`src/rtl/mult_control.sv`:
```
// mult_control: control sequencer for a shift-add multiplier datapath.
// When start is seen in IDLE, the block issues one load pulse. It then runs N
// examine/add/shift iterations. Each iteration is steered by q0, the current
// multiplier bit in the datapath. After the last shift it issues a one-cycle
// done pulse.
//
// Ports
//   clk    in   rising-edge clock
//   reset  in   synchronous active-high reset
//   start  in   begin a multiply (only looked at in IDLE)
//   q0     in   datapath register bit 0 (only looked at in EXAMINE)
//   load   out  clear accumulator and load multiplier
//   add    out  capture {carry,sum} into upper register half
//   shift  out  logical right shift of the datapath register
//   busy   out  high in every legal state except IDLE
//   done   out  one-cycle pulse, product valid in the datapath
//
// All outputs are decoded from the state register only (Moore).
module mult_control #(
  parameter int N  = 4,
  parameter int CW = $clog2(N + 1)
) (
  input  logic clk,
  input  logic reset,
  input  logic start,
  input  logic q0,
  output logic load,
  output logic add,
  output logic shift,
  output logic busy,
  output logic done
);

  typedef enum logic [2:0] {
    S_IDLE  = 3'd0,
    S_LOAD  = 3'd1,
    S_EXAM  = 3'd2,
    S_ADD   = 3'd3,
    S_SHIFT = 3'd4,
    S_DONE  = 3'd5
  } state_e;

  state_e        state_q, state_d;
  logic [CW-1:0] count_q, count_d;

  always_ff @(posedge clk) begin
    if (reset) begin
      state_q <= S_IDLE;
      count_q <= '0;
    end else begin
      state_q <= state_d;
      count_q <= count_d;
    end
  end

  // Next-state logic and iteration counter.
  always_comb begin
    state_d = state_q;
    count_d = count_q;
    case (state_q)
      S_IDLE:  if (start) state_d = S_LOAD;
      S_LOAD: begin
        count_d = '0;
        state_d = S_EXAM;
      end
      S_EXAM:  state_d = q0 ? S_ADD : S_SHIFT;
      S_ADD:   state_d = S_SHIFT;
      S_SHIFT: begin
        count_d = count_q + CW'(1);
        // The counter leaves SHIFT at N-1, so it never wraps.
        state_d = (count_q == CW'(N - 1)) ? S_DONE : S_EXAM;
      end
      S_DONE:  state_d = S_IDLE;
      // Unused encodings fall back to IDLE on the next edge.
      default: state_d = S_IDLE;
    endcase
  end

  // Output decode. Unused encodings drive every output low.
  always_comb begin
    load  = 1'b0;
    add   = 1'b0;
    shift = 1'b0;
    busy  = 1'b0;
    done  = 1'b0;
    case (state_q)
      S_LOAD:  begin load  = 1'b1; busy = 1'b1; end
      S_EXAM:  begin               busy = 1'b1; end
      S_ADD:   begin add   = 1'b1; busy = 1'b1; end
      S_SHIFT: begin shift = 1'b1; busy = 1'b1; end
      S_DONE:  begin done  = 1'b1; busy = 1'b1; end
      default: ;
    endcase
  end

endmodule

```
`config.mk`:
```
export PLATFORM = sky130hd
export DESIGN_NAME = mult_control
export DESIGN_NICKNAME = d
export VERILOG_FILES = /design/src/rtl/mult_control.sv
export SDC_FILE = /design/constraint.sdc
export NUM_CORES = 1
export LEC_CHECK = 0
export CAP_MARGIN = 20
export CELL_PAD_IN_SITES_DETAIL_PLACEMENT = 0
export CELL_PAD_IN_SITES_GLOBAL_PLACEMENT = 1
export CORE_ASPECT_RATIO = 0.9
export CORE_MARGIN = 2
export CORE_UTILIZATION = 25
export CTS_CLUSTER_SIZE = 28
export DETAILED_ROUTE_END_ITERATION = 10
export PLACE_DENSITY = 0.55
export SLEW_MARGIN = 15
export SYNTH_ARGS = -nofsm -noshare
export SYNTH_HDL_FRONTEND = slang
export SYNTH_SLANG_ARGS = --single-unit
```
`constraint.sdc`:
```
create_clock -name clk -period 1.95 [get_ports clk]
set_clock_uncertainty 0.2 [all_clocks]
set_input_delay 0.195 -clock clk [delete_from_list [all_inputs] [get_ports clk]]
set_output_delay 0.195 -clock clk [all_outputs]
set_load 0.05 [all_outputs]
```
==> results.sh, run 1 <==
export IMPL_status="finished, final reports clean"
export IMPL_min_path_type="flop to flop"
export IMPL_setup_violations=0
export IMPL_route_detailed_drc=0
export IMPL_drive_gt1_share_pct=24.1
export IMPL_p_clk_share_pct=29.7
export IMPL_reg2reg_to="count_q[2]$_SDFFE_PP0P_"
export IMPL_comb_power_share_pct=29.9
export IMPL_first_iter_violations=2
export IMPL_min_period_ns=1.84
export IMPL_clk_pin_slew_ns=0.05
export IMPL_postCtsSetupRepairBufs=0
export IMPL_syn_to_final_growth_pct=42.1
export IMPL_vias=380
export IMPL_hold_buffers=0
export IMPL_critPathKind="flop to output pin"
export IMPL_yosysUniqueCellTypes=24
export IMPL_synthAdderAreaFrac_pct=6.47
export IMPL_tightestPinTransition_ns=0.545
export IMPL_muxShareOfSynthArea_pct=0
export IMPL_nNetsFinal=62
export IMPL_crit_arrival_ns=1.44
export IMPL_drtAntennaViolNets=0
export IMPL_synth_xor_area_share_pct=0
export IMPL_synth_compound_area_share_pct=17.8
export IMPL_min_from="count_q[1]$_SDFFE_PP0P_"
export IMPL_multiInputGateArea_um2=249
export IMPL_syn_instance_count=46
export IMPL_track_usage_pct=12.0
export IMPL_cts_buffer_depth=2
export IMPL_final_area_um2=549
export IMPL_grt_util_met3_pct=4.74
export IMPL_clock_latency_ns=0.24
export IMPL_antenna_found_initial=0
export IMPL_pwr_share_seq_pct=40.4
export IMPL_overflow=0
export IMPL_switching_share_pct=32.4
export IMPL_fin_crit_sh_pct=94.3
export IMPL_detail_route_wl_per_cell_um=13.6
export IMPL_synthesis_area_um2=387
export IMPL_p_sw_mw=0.122
export IMPL_die_area_um2=1880
export IMPL_critPathCaptureType="output pin"
export IMPL_yosys_area_share_simple_pct=38.8
export IMPL_rows=13
export IMPL_hold_viol_final=0
export IMPL_setup_ws_ns=0.111
export IMPL_worst_r2r_cell_count=4
export IMPL_busiest_layer="met2"
export IMPL_clock_fmax_mhz=544
export IMPL_final_util_pct=37.9
export IMPL_rsz0062_at_grt="no"
export IMPL_use_met1_pct=13.1
export IMPL_grt_pass1_wl_mm=1.50
export IMPL_synth_top_cell_area_share_pct=31.1
export IMPL_fill_cells=157
export IMPL_synth_top_area_cell="dfxtp_1"
export IMPL_r2r_start="count_q[0]$_SDFFE_PP0P_"
export IMPL_cts_tree="yes"
export IMPL_top_level_ports=9
export IMPL_dieHeight_um=41.3
export IMPL_synth_top_family_by_area="simple AND/OR/NAND/NOR gates"
export IMPL_power_leakage_nw=0.200
export IMPL_avgSynthCellArea_um2=8.40
export IMPL_slew_headroom_pct=63.6
export IMPL_placement_cell_area_um2=526
export IMPL_initial_utilization_pct=26.7
export IMPL_path_max_fanout=17
export IMPL_seq_area_um2=121
export IMPL_ys_ff_latch=6
export IMPL_internal_power_mw=0.254
export IMPL_start_kind="flop"
export IMPL_cts_root_buf="clkbuf_4"
export IMPL_wirelength_um=935
export IMPL_htreeDepth=1
export IMPL_viasPerCell=5.51
export IMPL_seq_area_frac_synth_pct=31.1
export IMPL_tns_ns=0
export IMPL_place_hpwl_um=670
export IMPL_slew_violations=0
export IMPL_cp_endpoint="load"
export IMPL_drtPass1Iterations=2
export IMPL_dp_slack_ns=0.261
export IMPL_yosysWarnings=0
export IMPL_rrSetupSlack_ns=0.26
export IMPL_ir_worst_vdd_v=0.000297
export IMPL_ys_top_cells_by_area="dfxtp_1 (31%), a21oi_1 (6.5%), a31oi_1 (6.5%)"
export IMPL_cp_startpoint="state_q[0]$_SDFFE_PP0P_"
export IMPL_total_power_mw=0.375
export IMPL_cts_resized=0
export IMPL_p_per_area_nw_per_um2=683
export IMPL_die_x_um=45.5
export IMPL_coreArea_um2=1450
export IMPL_ys_flop_type="dfxtp_1"
export IMPL_maxCapViolCount=0
export IMPL_cts_sinks=6
export IMPL_grt_use_met2_pct=18.7
export IMPL_port_buffers=8
export IMPL_synth_edff_count=0
export IMPL_cp_data_required_time_ns=1.55
export IMPL_grt_max_degree=19
export IMPL_first_global_vias=360
export IMPL_synth_nets=52
export IMPL_diodes=0
export IMPL_cts_made_buffers=3
export IMPL_gp_congestion=0.756
export IMPL_async_flop_share_pct=0
cells by family (layout without fill, tap and decap cells):
group,Yosys count,count (layout)
and+or+nand+nor,21,21
AOI/OAI and AO/OA,12,12
adders and majority gates,2,2
DFF,6,6
buffers and inverters,5,13
sequential cells by signal, summed over array words and instances, names as in the netlist:
signal	count
count_q	3
state_q	3
area by class of cell:
class | instances | area share (%)
multi-input cells | 35 | 45.3
clock buffers | 3 | 4.10
repair buffers | 8 | 23.7
inverters | 2 | 1.37
well taps | 15 | 3.42
flip-flops and latches | 6 | 22.1
cells in the mapped netlist, types with 2 or more instances:
cell type	count
a21oi_1	5
and3b_1	2
inv_1	2
nor3b_2	2
dfxtp_1	6
a31oi_1	4
buf_2	3
ha_1	2
nand2_1	5
per-layer routing:
metal | up-vias | wire length, µm
met1 | 183 | 415
met4 | 0 | 8
met5 | - | 0
met3 | 2 | 35
met2 | 9 | 477
li1 | 186 | -
per-stage QoR:
step | instances | hold slack (ns)
final | 69 | 0.280
after global routing | 69 | 0.299
after CTS | 69 | 0.282
after detailed placement | 66 | 0.277
after global placement | 66 | 0.259
after floorplan | 46 | 0.0641
power groups by stage:
stage	Clock, mW	Combinational (mW)	Sequential, mW
final	0.111	0.112	0.152
after global routing	0.124	0.118	0.154
after CTS	0.115	0.113	0.152
after detailed placement	0	0.113	0.154
after global placement	0	0.110	0.152
after floorplan	0	0.0740	0.138
critical path, cell delays in order (launching register included):
cell	delay, ns
dfxtp_1	0.65
nor3b_2	0.37
buf_12	0.18
worst min path at each step:
stage,end,cells after the start,slack (ns)
after floorplan,count_q[0]$_SDFFE_PP0P_,1,0.06
after global placement,count_q[1]$_SDFFE_PP0P_,2,0.26
after detailed placement,count_q[1]$_SDFFE_PP0P_,2,0.28
after CTS,count_q[1]$_SDFFE_PP0P_,2,0.28
after global routing,count_q[1]$_SDFFE_PP0P_,2,0.30
final,count_q[1]$_SDFFE_PP0P_,2,0.28
cells in the final DEF (no fill, tap or decap):
cell	n
a21oi_1	5
a31oi_1	4
and3b_1	2
buf_12	5
clkbuf_4	3
clkdlybuf4s50_1	3
dfxtp_1	5
dfxtp_2	1
ha_1	2
inv_1	2
nand2_1	5
nand2b_1	1
nand3_1	1
nand3b_1	1
nand3b_2	1
nor2_1	1
nor2b_1	1
nor3_1	1
nor3b_2	3
nor4b_1	1
nor4bb_1	1
o21ai_0	1
o21bai_1	1
o22ai_1	1
or4_1	1
or4b_1	1
No activity file was read; power rests on OpenSTA's default activity.
==> run 2: changes to the inputs <==
Settings changed: PLACE_DENSITY 0.55 to 0.69.
==> run 2 against run 1 <==
  * Non-clock buffer count up 1
  * First-iteration DRC count rose to 2.5 times the previous value
  * Global-route usage down 0.92 points
  * Setup slack worse by 0.013 ns
  * Flip-flop and latch count unchanged
  * Sequential share of layout area down 0.47 points
  * Highest routed layer is now met3
  * Final area up 1.1%
  * Maximum frequency down 0.71%
  * Via count down 2.9%
  * Critical path depth unchanged
==> results.sh, run 2 (same netlist as run 1, synthesis figures left out) <==
export IMPL_cp_data_required_time_ns=1.55
export IMPL_final_util_pct=38.4
export IMPL_diodes=0
export IMPL_postCtsSetupRepairBufs=0
export IMPL_whs_ns=0.287
export IMPL_route_detailed_drc=0
export IMPL_final_cell_mix="dfxtp_1 (6), a21oi_1 (5), nand2_1 (5), buf_12 (5), a31oi_1 (4)"
export IMPL_port_buffers=8
export IMPL_hold_buffers=0
export IMPL_antenna_found_initial=0
export IMPL_final_common_cell="dfxtp_1"
export IMPL_path_max_fanout=17
export IMPL_cts_root_buf="clkbuf_4"
export IMPL_detail_route_wl_per_cell_um=12.6
export IMPL_min_from="count_q[2]$_SDFFE_PP0P_"
export IMPL_die_x_um=45.5
export IMPL_drtPass1Iterations=3
export IMPL_ir_worst_vdd_v=0.000235
export IMPL_fin_crit_sh_pct=95.0
export IMPL_setup_ws_ns=0.0976
export IMPL_maxCapViolCount=0
export IMPL_drive_gt1_share_pct=23.6
export IMPL_status="finished, final reports clean"
export IMPL_cts_resized=0
export IMPL_track_usage_pct=11.1
export IMPL_gp_congestion=0.727
export IMPL_htreeDepth=1
export IMPL_clock_latency_ns=0.25
export IMPL_grt_max_degree=18
export IMPL_slew_headroom_pct=62.6
export IMPL_cts_sinks=6
export IMPL_critPathCaptureType="output pin"
export IMPL_p_per_area_nw_per_um2=682
export IMPL_clock_fmax_mhz=540
export IMPL_cts_buffer_depth=2
export IMPL_min_period_ns=1.85
export IMPL_initial_utilization_pct=26.7
export IMPL_vias=369
export IMPL_rows=13
export IMPL_crit_arrival_ns=1.46
export IMPL_nNetsFinal=63
export IMPL_drtAntennaViolNets=0
export IMPL_first_iter_violations=5
export IMPL_dp_slack_ns=0.245
export IMPL_cts_tree="yes"
export IMPL_grt_pass1_wl_mm=1.42
export IMPL_die_area_um2=1880
export IMPL_r2r_start="count_q[0]$_SDFFE_PP0P_"
export IMPL_clk_pin_slew_ns=0.05
export IMPL_slew_violations=0
export IMPL_start_kind="flop"
export IMPL_critPathKind="flop to output pin"
export IMPL_cts_made_buffers=3
export IMPL_viasPerCell=5.27
export IMPL_total_power_mw=0.379
export IMPL_top_regs="count_q (3), state_q (3)"
export IMPL_multiInputGateArea_um2=249
export IMPL_wirelength_um=881
export IMPL_fill_cells=147
export IMPL_tns_ns=0
export IMPL_power_leakage_nw=0.205
export IMPL_top_level_ports=9
export IMPL_dieHeight_um=41.3
export IMPL_hold_viol_final=0
export IMPL_rsz0062_at_grt="no"
export IMPL_coreArea_um2=1450
export IMPL_syn_to_final_growth_pct=43.7
export IMPL_seq_area_um2=120
export IMPL_cp_startpoint="state_q[0]$_SDFFE_PP0P_"
export IMPL_min_path_type="flop to flop"
export IMPL_first_global_vias=319
export IMPL_place_hpwl_um=556
export IMPL_setup_violations=0
export IMPL_overflow=0
export IMPL_tightestPinTransition_ns=0.559
-- run 2: path summary, 6_finish.rpt --
kind	endpoint	slack, ns	cells past startpoint
max	load	0.1	2
min	count_q[2]$_SDFFE_PP0P_	0.29	2
max reg2reg	count_q[2]$_SDFFE_PP0P_	0.25	4
min reg2reg	count_q[2]$_SDFFE_PP0P_	0.29	2
-- run 2: layer usage --
| metal | track usage [%] | vias to the layer above | share of wire [%] |
|---|---|---|---|
| li1 | - | 190 | - |
| met1 | 13.7 | 171 | 51 |
| met2 | 17.6 | 8 | 44 |
| met3 | 5.60 | 0 | 4.9 |
| met4 | 2.21 | 0 | 0 |
| met5 | 0 | - | 0 |
-- run 2: through the flow --
stage	instance area (µm²)	instances
after floorplan	392	46
after global placement	533	67
after detailed placement	533	67
after CTS	556	70
after global routing	556	70
final	556	70
-- run 2: report_power, final --
part           internal (mW)  leakage, nW  switching [mW]  total (mW)
clock network         0.0698       0.0138          0.0468       0.117
registers              0.129       0.0487          0.0226       0.151
logic                 0.0560        0.143          0.0554       0.111
-- run 2: critical path, cell delays in order, from the launching register on --
cell and delay (ns):
dfxtp_1 0.67, nor3b_2 0.36, buf_12 0.18
-- run 2: cell type report --
cell class / count / share of cell area [%]
repair buffers: 9 / 24.8
multi-input cells: 35 / 44.8
well taps: 15 / 3.38
flip-flops and latches: 6 / 21.6
clock buffers: 3 / 4.05
inverters: 2 / 1.35
==> run 3: changes to the inputs <==
Settings changed: TNS_END_PERCENT set to 1.
==> results of run 3 <==
The final DEF is identical to that of run 2; final timing and power are the same.
